**src/rtl/dec_pkg.sv**
```systemverilog
// Shared constants for the one-hot decoder family and the display drivers
// that sit behind it.
//   mode_e      : operating mode encoding (direct decode or auto-scan)
//   DEC_N       : default select width
//   DEC_COUNT   : default scan length
//   DEC_DWELL_W : default dwell input width
package dec_pkg;

  typedef enum logic {
    MODE_DIRECT = 1'b0,
    MODE_SCAN   = 1'b1
  } mode_e;

  localparam int unsigned DEC_N       = 3;
  localparam int unsigned DEC_COUNT   = 8;
  localparam int unsigned DEC_DWELL_W = 8;

endpackage

```
**src/rtl/dec_onehot.sv**
```systemverilog
// Combinational N-to-2**N one-hot decoder with enable (active-high lines).
//   en_i  : 0 forces all lines low
//   sel_i : index to decode
//   y_o   : one-hot result, bit sel_i set when enabled
module dec_onehot #(
  parameter int unsigned N = 3
) (
  input  logic              en_i,
  input  logic [N-1:0]      sel_i,
  output logic [2**N-1:0]   y_o
);

  always_comb begin
    y_o = '0;
    if (en_i) begin
      y_o[sel_i] = 1'b1;
    end
  end

endmodule

```
**src/rtl/dec_nto2n_scan.sv**
```systemverilog
// Registered N-to-2**N one-hot decoder with direct and auto-scan modes.
//   clk, rst_n : rising-edge clock, asynchronous active-low reset
//   en         : output enable; 0 forces lines inactive and freezes state
//   mode       : 0 direct decode of sel, 1 scan through 0..COUNT-1
//   sel        : index (direct) or jump target (scan), qualified by sel_valid
//   sel_valid  : one-cycle qualifier for sel, no backpressure
//   dwell      : extra cycles each index is held while scanning
//   l          : one-hot lines, inverted when ACTIVE_LOW=1
//   idx        : current registered index
//   wrap       : one-cycle pulse when the scan wraps COUNT-1 -> 0
//   err        : one-cycle pulse when an accepted sel is >= COUNT
module dec_nto2n_scan
  import dec_pkg::*;
#(
  parameter int unsigned N          = DEC_N,
  parameter int unsigned COUNT      = DEC_COUNT,
  parameter int unsigned DWELL_W    = DEC_DWELL_W,
  parameter int unsigned ACTIVE_LOW = 0
) (
  input  logic               clk,
  input  logic               rst_n,
  input  logic               en,
  input  logic               mode,
  input  logic [N-1:0]       sel,
  input  logic               sel_valid,
  input  logic [DWELL_W-1:0] dwell,
  output logic [2**N-1:0]    l,
  output logic [N-1:0]       idx,
  output logic               wrap,
  output logic               err
);

  localparam int unsigned   W       = 2**N;
  localparam logic [N:0]    COUNT_W = (N+1)'(COUNT);
  localparam logic [N-1:0]  LAST    = N'(COUNT - 1);
  localparam logic [W-1:0]  L_IDLE  = (ACTIVE_LOW != 0) ? '1 : '0;

  logic [N-1:0]       idx_q, idx_d;
  logic [DWELL_W-1:0] cnt_q, cnt_d;
  logic               show_q, show_d;
  mode_e              mode_q;
  logic               wrap_q, wrap_d;
  logic               err_q, err_d;
  logic [W-1:0]       l_q;

  logic               mode_chg;
  logic               is_scan;
  logic               sel_ok;
  logic [W-1:0]       dec_lines;

  assign is_scan  = (mode_e'(mode) == MODE_SCAN);
  assign mode_chg = (mode_e'(mode) != mode_q);
  assign sel_ok   = ({1'b0, sel} < COUNT_W);

  // show_q remembers whether idx is currently displayable: an out-of-range
  // sel blanks the lines while idx keeps its old value, and either a good
  // sel, a scan step or entering scan mode brings the lines back.
  always_comb begin
    idx_d  = idx_q;
    cnt_d  = cnt_q;
    show_d = show_q;
    wrap_d = 1'b0;
    err_d  = 1'b0;
    if (en) begin
      if (mode_chg) begin
        cnt_d = '0;
        if (is_scan) begin
          show_d = 1'b1;
        end
      end
      if (sel_valid) begin
        if (sel_ok) begin
          idx_d  = sel;
          show_d = 1'b1;
        end else begin
          show_d = 1'b0;
          err_d  = 1'b1;
        end
        if (is_scan) begin
          cnt_d = '0;
        end
      end else if (is_scan && !mode_chg) begin
        // >= rather than == so a dwell lowered below the running count
        // advances immediately and the counter can never overflow.
        if (cnt_q >= dwell) begin
          cnt_d  = '0;
          show_d = 1'b1;
          if (idx_q == LAST) begin
            idx_d  = '0;
            wrap_d = 1'b1;
          end else begin
            idx_d = idx_q + N'(1);
          end
        end else begin
          cnt_d = cnt_q + DWELL_W'(1);
        end
      end
    end
  end

  dec_onehot #(.N(N)) u_dec (
    .en_i  (en && show_d),
    .sel_i (idx_d),
    .y_o   (dec_lines)
  );

  always_ff @(posedge clk or negedge rst_n) begin
    if (!rst_n) begin
      idx_q  <= '0;
      cnt_q  <= '0;
      show_q <= 1'b1;
      mode_q <= MODE_DIRECT;
      wrap_q <= 1'b0;
      err_q  <= 1'b0;
      l_q    <= L_IDLE;
    end else begin
      idx_q  <= idx_d;
      cnt_q  <= cnt_d;
      show_q <= show_d;
      mode_q <= mode_e'(mode);
      wrap_q <= wrap_d;
      err_q  <= err_d;
      l_q    <= (ACTIVE_LOW != 0) ? ~dec_lines : dec_lines;
    end
  end

  assign l    = l_q;
  assign idx  = idx_q;
  assign wrap = wrap_q;
  assign err  = err_q;

endmodule
```
**config.mk**
```make
export PLATFORM = sky130hd
export DESIGN_NAME = dec_nto2n_scan
export DESIGN_NICKNAME = d
export VERILOG_FILES = /design/src/rtl/dec_pkg.sv /design/src/rtl/dec_onehot.sv /design/src/rtl/dec_nto2n_scan.sv
export SDC_FILE = /design/constraint.sdc
export NUM_CORES = 1
export LEC_CHECK = 0
export CORE_ASPECT_RATIO = 1.75
export CORE_MARGIN = 2
export CORE_UTILIZATION = 30
export CTS_CLUSTER_DIAMETER = 100
export DETAILED_ROUTE_END_ITERATION = 6
export SYNTH_ARGS = -nofsm -noshare
export SYNTH_HDL_FRONTEND = slang
export SYNTH_HIERARCHICAL = 1
export SYNTH_SLANG_ARGS = --single-unit
```
**constraint.sdc**
```tcl
create_clock -name clk -period 2.5 [get_ports clk]
set_input_delay 0.5 -clock clk [delete_from_list [all_inputs] [get_ports clk]]
set_output_delay 0.5 -clock clk [all_outputs]
set_load 0.02 [all_outputs]
```
======== Word level (Yosys, flattened, before mapping) ========
Cells that the tools add are included.
word-level totals
  register bits after elaboration ......... 22
  output and inout port bits .............. 13
  input bits .............................. 16
operators by class
  reduce and logical (&&, ||, !) cells .... 4
  multiplexer cells ....................... 24
  $lt $le $gt $ge ......................... 3
  $add $sub $neg .......................... 2
  equality and inequality tests ........... 2
operators with widths
  operator                                                            count
  two-way mux 8 bit                                                   6
  two-way mux 3 bit                                                   5
  two-way mux 1 bit                                                   12
  adder 8 x 1 -> 8 bit (second input constant)                        1
  greater-or-equal comparator 8 bit                                   1
  less-than comparator 3 x 4 -> 1 bit (second input constant)         1
  adder 3 x 1 -> 3 bit (second input constant)                        1
  demux 1 bit (select 3 bit)                                          1
  == test 3 bit (second input constant)                               1
  greater-or-equal comparator 3 x 1 -> 1 bit (second input constant)  1
  logical AND 1 bit                                                   3
  logical NOT 1 bit                                                   1
  != test 1 bit                                                       1

======== Longest topological paths before layout ========
Gate-level depths: netlist of run 1.
  depth after elaboration ................. 11
  mapped depth ............................ 9
  mapped depth without buffers ............ 8

======== By module ========
The synthesis of run 1 kept the hierarchy.
by module, submodules not included
  module          cells each  times used  area an instance (µm²)  seq. area each (µm²)
  dec_nto2n_scan  131         1           1321.3                  551.8
  dec_onehot      8           1           96.3                    0.0

======== Worst setup path before layout of run 1 ========
No wires, ideal clock.
  path kind ............................... input to register
  start point ............................. input port dwell[0]
  end point ............................... register l_q[1] (netlist: l[1])
  setup slack ............................. -0.005 ns
  stages on the path ...................... 8
  library setup time ...................... 0.121 ns
  arrival ................................. 2.383 ns
  buffers on the path ..................... 1
  cells stage by stage .................... ha_1 > nand2b_4 > a2111oi_4 > o41ai_2 > buf_6 > and3_1 > nor3_1 > and4bb_2
between the ends
  cells in the longest elaborated chain, start to end .. 10
RTL lines
  item                                                                                                                     line                   text
  start: declaration                                                                                                       dec_nto2n_scan.sv:26   input logic [DWELL_W-1:0] dwell,
  greater-or-equal comparator 8 bit (*)                                                                                    dec_nto2n_scan.sv:85   if (cnt_q >= dwell) begin
  two-way mux 3 bit (*)                                                                                                    dec_nto2n_scan.sv:85
  two-way mux 3 bit (*)                                                                                                    dec_nto2n_scan.sv:82   end else if (is_scan && !mode_chg) begin
  two-way mux 3 bit (*)                                                                                                    dec_nto2n_scan.sv:71   if (sel_valid) begin
  two-way mux 3 bit (*)                                                                                                    dec_nto2n_scan.sv:64   if (en) begin
  named net idx_d[1]                                                                                                       dec_nto2n_scan.sv:38   logic [N-1:0] idx_q, idx_d;
  less-than comparator 3 x 4 -> 1 bit (implied by the code) or greater-or-equal comparator 3 x 1 -> 1 bit (tied branches)  dec_onehot.sv:16       y_o[sel_i] = 1'b1;
  logical AND 1 bit (implied by the code)                                                                                  dec_onehot.sv:16
  two-way mux 1 bit (implied by the code)                                                                                  dec_onehot.sv:16
  demux 1 bit (select 3 bit) (*)                                                                                           -
  two-way mux 8 bit (*)                                                                                                    dec_onehot.sv:15       if (en_i) begin
  named net dec_lines[1]                                                                                                   dec_nto2n_scan.sv:49   logic [W-1:0] dec_lines;
  end signal: assignment                                                                                                   dec_nto2n_scan.sv:123  l_q <= (ACTIVE_LOW != 0) ? ~dec_lines : dec_lines;
  end: declaration                                                                                                         dec_nto2n_scan.sv:44   logic [W-1:0] l_q;
The timed path passes the listed nets; every way through them passes the cells marked *.
A chain may end at the register's enable or synchronous reset.

======== Worst setup path in the final report of run 1 ========
  start point ............................. register cnt_q[0]
  end point ............................... register l_q[2] (netlist: l[2])
between the ends
  cells in the longest elaborated chain, start to end .. 10
RTL lines
  item                                                                                                                     line                   text
  start: declaration                                                                                                       dec_nto2n_scan.sv:39   logic [DWELL_W-1:0] cnt_q, cnt_d;
  start signal: assignment                                                                                                 dec_nto2n_scan.sv:118  cnt_q <= cnt_d;
  greater-or-equal comparator 8 bit (*)                                                                                    dec_nto2n_scan.sv:85
  two-way mux 3 bit (*)                                                                                                    dec_nto2n_scan.sv:85
  two-way mux 3 bit (*)                                                                                                    dec_nto2n_scan.sv:82
  two-way mux 3 bit (*)                                                                                                    dec_nto2n_scan.sv:71
  two-way mux 3 bit (*)                                                                                                    dec_nto2n_scan.sv:64
  named net idx_d[0]                                                                                                       dec_nto2n_scan.sv:38
  less-than comparator 3 x 4 -> 1 bit (implied by the code) or greater-or-equal comparator 3 x 1 -> 1 bit (tied branches)  dec_onehot.sv:16
  logical AND 1 bit (implied by the code)                                                                                  dec_onehot.sv:16
  two-way mux 1 bit (implied by the code)                                                                                  dec_onehot.sv:16
  demux 1 bit (select 3 bit) (*)                                                                                           -
  two-way mux 8 bit (*)                                                                                                    dec_onehot.sv:15
  named net dec_lines[2]                                                                                                   dec_nto2n_scan.sv:49
Marks and branches as above.

==> impl_metrics.py, run 1 <==
metrics = {
    "synthesis": {
        "synth_nets": 167,
        "seq_area_frac_synth_pct": 38.9,
        "synth_cell_types": 40,
        "syn-instance-count": 139,
        "synth-seq-cells": 22,
        "yosysTopAreaCell": "dfrtp_1",
        "syn_area_sq_mm": 0.00142,
        "avgSynthCellArea_sq_um": 10.2,
        "synth_area_leaders": "dfrtp_1, ha_1, o21ai_2, nand2_1, and4bb_2",
        "yosys_warnings": 6,
        "yosysTopAreaCellShare_pct": 37.1,
    },
    "cts": {
        "cts_sinks": 22,
        "cts_root_buffer": "clkbuf_8",
        "clkTransAtPathRegs_ns": 0.08,
        "htree_num_levels": 1,
        "clk_latency_ns": 0.26,
        "numCtsBuffers": 3,
        "hold_buffers": 0,
        "clock_path_buffers": 2,
        "cts_tree": "yes",
    },
    "timing": {
        "worstMarginPinSlew_ns": 0.688,
        "timing.fmax_ghz": 0.424,
        "rsz0062_at_grt": "no",
        "timing_hold_violations_final": 0,
        "setup_tns_ns": 0,
        "setup_viol": 0,
        "max-slew-margin-rel_pct": 54.0,
        "min_period_over_period_pct": 94.3,
        "final.setup_skew_ns": 0.00283,
        "slew_viol_final": 0,
        "min_period_ns": 2.36,
    },
    "route": {
        "avgRoutedWirePerCell_um": 15.5,
        "drc": 0,
        "vias": 1233,
        "ant_nets": 0,
        "drtPass1Iterations": 4,
        "viasPerCell": 5.29,
        "drt_iter0_drc": 15,
        "wl_mm": 3.61,
    },
    "cells_and_area": {
        "final_nets": 210,
        "multi_input_area_sq_um": 930,
        "finish.utilization_pct": 44.3,
        "fillers": 470,
        "drive_gt1_share_pct": 35.4,
        "syn2layout_area_growth_pct": 44.6,
        "seq_area_sq_um": 552,
        "n_antenna_cell": 0,
    },
    "floorplan": {
        "die_x_um": 56.0,
        "core_sq_mm": 0.00462,
        "rows": 33,
        "start_util_pct": 30.7,
        "dieArea_sq_mm": 0.00531,
        "fp.dieH_um": 94.9,
        "ios": 29,
    },
    "place": {
        "port_buffers": 27,
        "place_congestion": 0.858,
        "dp_hpwl_mm": 2.56,
    },
    "setup_path": {
        "cpMostUsedCell": "buf_4",
        "arrival_ns": 2.52,
        "crit_slowest_cell": "dfrtp_1",
        "crit_chain": "inv_2, ha_4, nand2b_4, a2111oi_4, o41ai_4, buf_4, a211o_1, nand3b_1, buf_4, and4bb_2",
        "startpoint_type": "register",
        "crit_type": "register to register",
        "cp_max_fo": 9,
        "critPathCaptureType": "register",
        "critPathRequiredTime_ns": 2.66,
        "max_stage_delay_ns": 0.39,
    },
    "power_and_ir_drop": {
        "leakagePower_uw": 0.000942,
        "ir_drop_mv": 0.413,
        "power_density_mw_per_mm2": 476,
    },
    "grt": {
        "overflow": 0,
        "grt_max_degree": 17,
        "grt_util_all_layers_pct": 14.9,
        "grt_pass1_wl_mm": 6.31,
        "antenna_found_initial": 0,
        "grt_pass1_vias": 1351,
    },
    "min_path": {
        "hp-class": "register to register",
    },
    "run_status": {
        "outcome": "complete, no violations",
    },
    "flow_run": {
        "drv_cap": 0,
    },
}
-- worst paths after layout --
kind | from | endpoint | slack (ns) | depth (start not counted)
setup / recovery | cnt_q[0] | l[2] | 0.14 | 10
hold / removal | show_q | show_q | 0.52 | 1
setup reg to reg | cnt_q[0] | l[2] | 0.14 | 10
hold reg to reg | show_q | show_q | 0.52 | 1
max in group asynchronous | rst_n | cnt_q[3] | 1.26 | 2
min in group asynchronous | rst_n | l[1] | 0.64 | 1
-- registers in the layout, indices dropped and copies added, names as in the netlist --
signal  count
cnt_q       8
l           8
idx         3
mode_q      1
show_q      1
wrap        1
-- cell type report --
cell class              count  area share [%]
flip-flops and latches     22            26.9
multi-input cells         102            45.4
clock inverters             1            1.47
repair buffers             44            19.4
clock buffers               3            2.01
well taps                  52            3.17
inverters                   9            1.65
-- power breakdown --
group | switching (uW) | internal, uW
clock network | 119 | 214
logic | 128 | 123
registers | 17.2 | 374
-- metal layers --
metal / global-route usage [%] / vias to the layer above / routed length [um]
met3: 2.60 / 12 / 173
met4: 6.55 / 0 / 117
met2: 28.6 / 39 / 2020
li1: - / 585 / -
met1: 15.4 / 597 / 1300
met5: 0 / - / 0
-- repair_timing --
action,4_1_cts,5_1_grt
gates cloned,2,0
pin swaps,13,9
endpoints found under the hold margin,0,0
endpoints found under the setup margin,8,8
buffers inserted,4,1
resized for setup,20,13
-- synthesized netlist by cell type --
| cell | n |
|---|---|
| dfrtp_1 | 21 |
| ha_1 | 12 |
| nand2_1 | 12 |
| inv_1 | 9 |
| a21oi_1 | 7 |
| nand3_1 | 6 |
| o21ai_2 | 6 |
| nor3b_1 | 5 |
| and3_1 | 4 |
| clkbuf_1 | 4 |
| nor2_1 | 4 |
| o21a_1 | 4 |
| a211oi_1 | 3 |
| and4b_2 | 3 |
| and4bb_2 | 3 |
| nor3_1 | 3 |
| o21ai_0 | 3 |
| xnor2_1 | 3 |
| a21o_1 | 2 |
| and4_2 | 2 |
| nand2b_1 | 2 |
| o22ai_1 | 2 |
| xor2_1 | 2 |
| a2111oi_4 | 1 |
| a211o_1 | 1 |
| a21o_4 | 1 |
| a221o_1 | 1 |
| a22oi_1 | 1 |
| buf_2 | 1 |
| buf_4 | 1 |
| buf_6 | 1 |
| conb_1 | 1 |
| dfstp_2 | 1 |
| nand2b_4 | 1 |
| nand3b_1 | 1 |
| nor2b_1 | 1 |
| nor4b_2 | 1 |
| o31ai_1 | 1 |
| o41ai_2 | 1 |
| or2_2 | 1 |
-- cell usage in the layout, fill, tap and decap left out, types with 3 or more instances in the layout --
cell              n
dlygate4sd2_1     4
ha_4              5
o21ai_0           3
inv_1             4
buf_4            16
nand2_1          10
a21oi_1           5
and4bb_2          3
clkdlybuf4s50_1  19
dlymetal6s2s_1    3
o21a_1            3
and3_1            4
o21ai_2           6
nand3_1           6
clkbuf_8          3
nor3b_1           5
dfrtp_1          21
and4b_2           3
ha_1              6
inv_2             5
nor2_1            3
xnor2_1           3
-- worst max-delay path: cells and delay by family, from the launching register on --
kind	cells	cell delay, ns
buffers and inverters	3	0.39
DFF	1	0.39
and+or+nand+nor	3	0.47
AOI/OAI and AO/OA	3	0.80
adders and majority gates	1	0.19
-- cell families (layout without fill, tap and decap cells) --
family | after synthesis | count (layout) | synth area share (%)
simple gates | 49 | 50 | 22.6
compound gates | 34 | 34 | 19.4
flops | 22 | 22 | 38.9
buf+inv | 16 | 57 | 5.12
fa+ha+maj | 12 | 12 | 10.6
xor+xnor | 5 | 5 | 3.09
other cells | 1 | 1 | 0.265
-- through the flow --
step / cell area (sq um) / power, uW / std cells / hold WS (ns) / setup WS (ns)
after floorplan: 1420 / 510 / 139 / 0.204 / 0.00230
after global placement: 1810 / 611 / 223 / 0.502 / -0.396
after detailed placement: 1810 / 617 / 223 / 0.503 / -0.451
after CTS: 1990 / 976 / 232 / 0.516 / 0.00430
after global routing: 2050 / 1020 / 233 / 0.524 / 0.0327
final: 2050 / 976 / 233 / 0.515 / 0.143
Note: power is estimated with default switching activity, not from simulation.
==> run 2: changes to the inputs <==
--- a/config.mk
+++ b/config.mk
@@ -6,7 +6,7 @@
 export NUM_CORES = 1
 export LEC_CHECK = 0
 export CORE_ASPECT_RATIO = 1.75
-export CORE_MARGIN = 2
+export CORE_MARGIN = 5
 export CORE_UTILIZATION = 30
 export CTS_CLUSTER_DIAMETER = 100
 export DETAILED_ROUTE_END_ITERATION = 6
==> impl_metrics.py, run 2 (synthesis results as in run 1) <==
metrics = {
    "run_status": {
        "outcome": "complete, no violations",
    },
    "cts": {
        "numCtsBuffers": 3,
        "cts_root_buffer": "clkbuf_8",
        "clkTransAtPathRegs_ns": 0.08,
        "cts_tree": "yes",
        "htree_num_levels": 1,
        "clock_path_buffers": 2,
        "hold_buffers": 0,
        "clk_latency_ns": 0.26,
        "cts_sinks": 22,
    },
    "place": {
        "dpl_worst_slack_ns": -0.414,
        "dp_hpwl_mm": 2.55,
        "place_congestion": 0.781,
        "port_buffers": 27,
    },
    "route": {
        "drt_iter0_drc": 20,
        "wl_mm": 3.80,
        "vias": 1240,
        "ant_nets": 0,
        "drc": 0,
        "avgRoutedWirePerCell_um": 16.2,
        "viasPerCell": 5.28,
        "drtPass1Iterations": 4,
    },
    "setup_path": {
        "crit_chain": "clkdlybuf4s15_1, ha_1, nand2b_4, a2111oi_4, o41ai_4, buf_4, a221o_1, o21a_4, and4bb_2",
        "cp_max_fo": 8,
        "arrival_ns": 2.59,
        "max_stage_delay_ns": 0.39,
        "startpoint_type": "primary input",
        "crit_type": "primary input to register",
        "critPathRequiredTime_ns": 2.65,
        "critPathCaptureType": "register",
        "crit_slowest_cell": "a2111oi_4",
    },
    "grt": {
        "grt_max_degree": 23,
        "grt_pass1_vias": 1308,
        "grt_pass1_wl_mm": 6.01,
        "overflow": 0,
        "grt_util_all_layers_pct": 12.8,
        "antenna_found_initial": 0,
    },
    "cells_and_area": {
        "n_antenna_cell": 0,
        "final_nets": 212,
        "syn2layout_area_growth_pct": 48.7,
        "drive_gt1_share_pct": 37.7,
        "fillers": 463,
        "layout.cells.most_common_list": "dfrtp_1, clkdlybuf4s50_1, buf_4",
        "seq_area_sq_um": 554,
        "multi_input_area_sq_um": 963,
    },
    "floorplan": {
        "fp.dieH_um": 101,
        "start_util_pct": 30.7,
        "rows": 33,
        "ios": 29,
        "die_x_um": 62.0,
        "core_sq_mm": 0.00462,
        "dieArea_sq_mm": 0.00625,
    },
    "timing": {
        "min_period_over_period_pct": 97.4,
        "final.setup_skew_ns": 0.00360,
        "min_period_ns": 2.43,
        "slew_viol_final": 0,
        "timing.fmax_ghz": 0.411,
        "timing_hold_violations_final": 0,
        "hold-worst-slack_ns": 0.531,
        "layout_setup_ws_ns": 0.0650,
        "setup_viol": 0,
    },
    "power_and_ir_drop": {
        "p_seq_share_pct": 39.5,
        "p_int_uw": 721,
        "power_density_mw_per_mm2": 470,
        "pwr-share-clk_pct": 33.6,
        "p_comb_share_pct": 26.9,
        "ir_drop_mv": 0.351,
        "switching_share_pct": 27.2,
        "power.switching_uw": 269,
        "leakagePower_uw": 0.000947,
    },
    "flow_run": {
        "drv_cap": 0,
    },
    "min_path": {
        "hp-class": "register to register",
    },
}
run 2: changes by cell type in the layout (fill, tap and decap cells not counted), sizes merged:
cell / previous run / this run
clkdlybuf4s15: 1 / 2
buf: 17 / 18
dlygate4sd2: 4 / 5
dlymetal6s2s: 3 / 2
run 2: final timing paths:
| check | from | end | slack (ns) | cells after the start |
|---|---|---|---|---|
| hold / removal | show_q | show_q | 0.53 | 1 |
| max in group asynchronous | rst_n | show_q | 1.65 | 2 |
| min in group asynchronous | rst_n | l[0] | 0.58 | 2 |
| setup reg to reg | cnt_q[0] | l[4] | 0.08 | 9 |
| setup / recovery | dwell[0] | l[4] | 0.07 | 9 |
| hold reg to reg | show_q | show_q | 0.53 | 1 |
run 2: repair_timing:
item | CTS | global route
pin swaps | 15 | 11
setup buffers | 6 | 2
resized for setup | 28 | 15
endpoints found under the setup margin | 8 | 9
gates cloned | 2 | 0
endpoints found under the hold margin | 0 | 0
run 2: area by class of cell:
cell class / count / area share [%]
Tap cell: 52 / 3.09
Sequential cell: 22 / 26.3
Multi-Input combinational cell: 102 / 45.7
Inverter: 9 / 1.60
Timing Repair Buffer: 46 / 19.9
Clock buffer: 3 / 1.96
Clock inverter: 1 / 1.42
run 2: power groups by stage:
| stage | clock network (uW) | registers [uW] | logic (uW) |
|---|---|---|---|
| 6_report | 333 | 391 | 266 |
| 5_1_grt | 354 | 393 | 288 |
| 4_1_cts | 343 | 390 | 257 |
| 3_3_place_gp | 0 | 395 | 218 |
| 3_5_place_dp | 0 | 395 | 222 |
| 2_1_floorplan | 0 | 412 | 97.7 |
run 2: through the flow:
stage	cells	total power [uW]	cell area, sq um	utilization (%)	setup TNS [ns]
2_1_floorplan	139	510	1420	-	0
3_3_place_gp	223	613	1810	39.1	-3.62
3_5_place_dp	223	616	1810	39.1	-3.93
4_1_cts	234	990	2040	44.1	-0.00308
5_1_grt	235	1040	2110	45.6	-0.00245
6_report	235	990	2110	45.6	0
run 2: worst max-delay path: cells and delay by family:
family / cells / cell delay, ns
fa+ha+maj: 1 / 0.28
buf+inv: 2 / 0.32
simple gates: 2 / 0.36
compound gates: 4 / 1.12
run 2: routing by layer:
layer  global-route usage [%]  part of all wire, %  vias to the layer above
met5                        0                    0                        -
li1                         -                    -                      588
met2                     23.3                   58                       31
met3                     2.82                  5.3                        6
met1                     13.1                   35                      615
met4                     5.39                  1.7                        0
==> run 3: changes to the inputs <==
--- a/config.mk
+++ b/config.mk
@@ -5,6 +5,8 @@
 export SDC_FILE = /design/constraint.sdc
 export NUM_CORES = 1
 export LEC_CHECK = 0
+export ABC_AREA = 0
+export CAP_MARGIN = 20
 export CORE_ASPECT_RATIO = 1.75
 export CORE_MARGIN = 5
 export CORE_UTILIZATION = 30
==> results of run 3 <==
The final DEF is identical to that of run 2; final timing and power are the same.
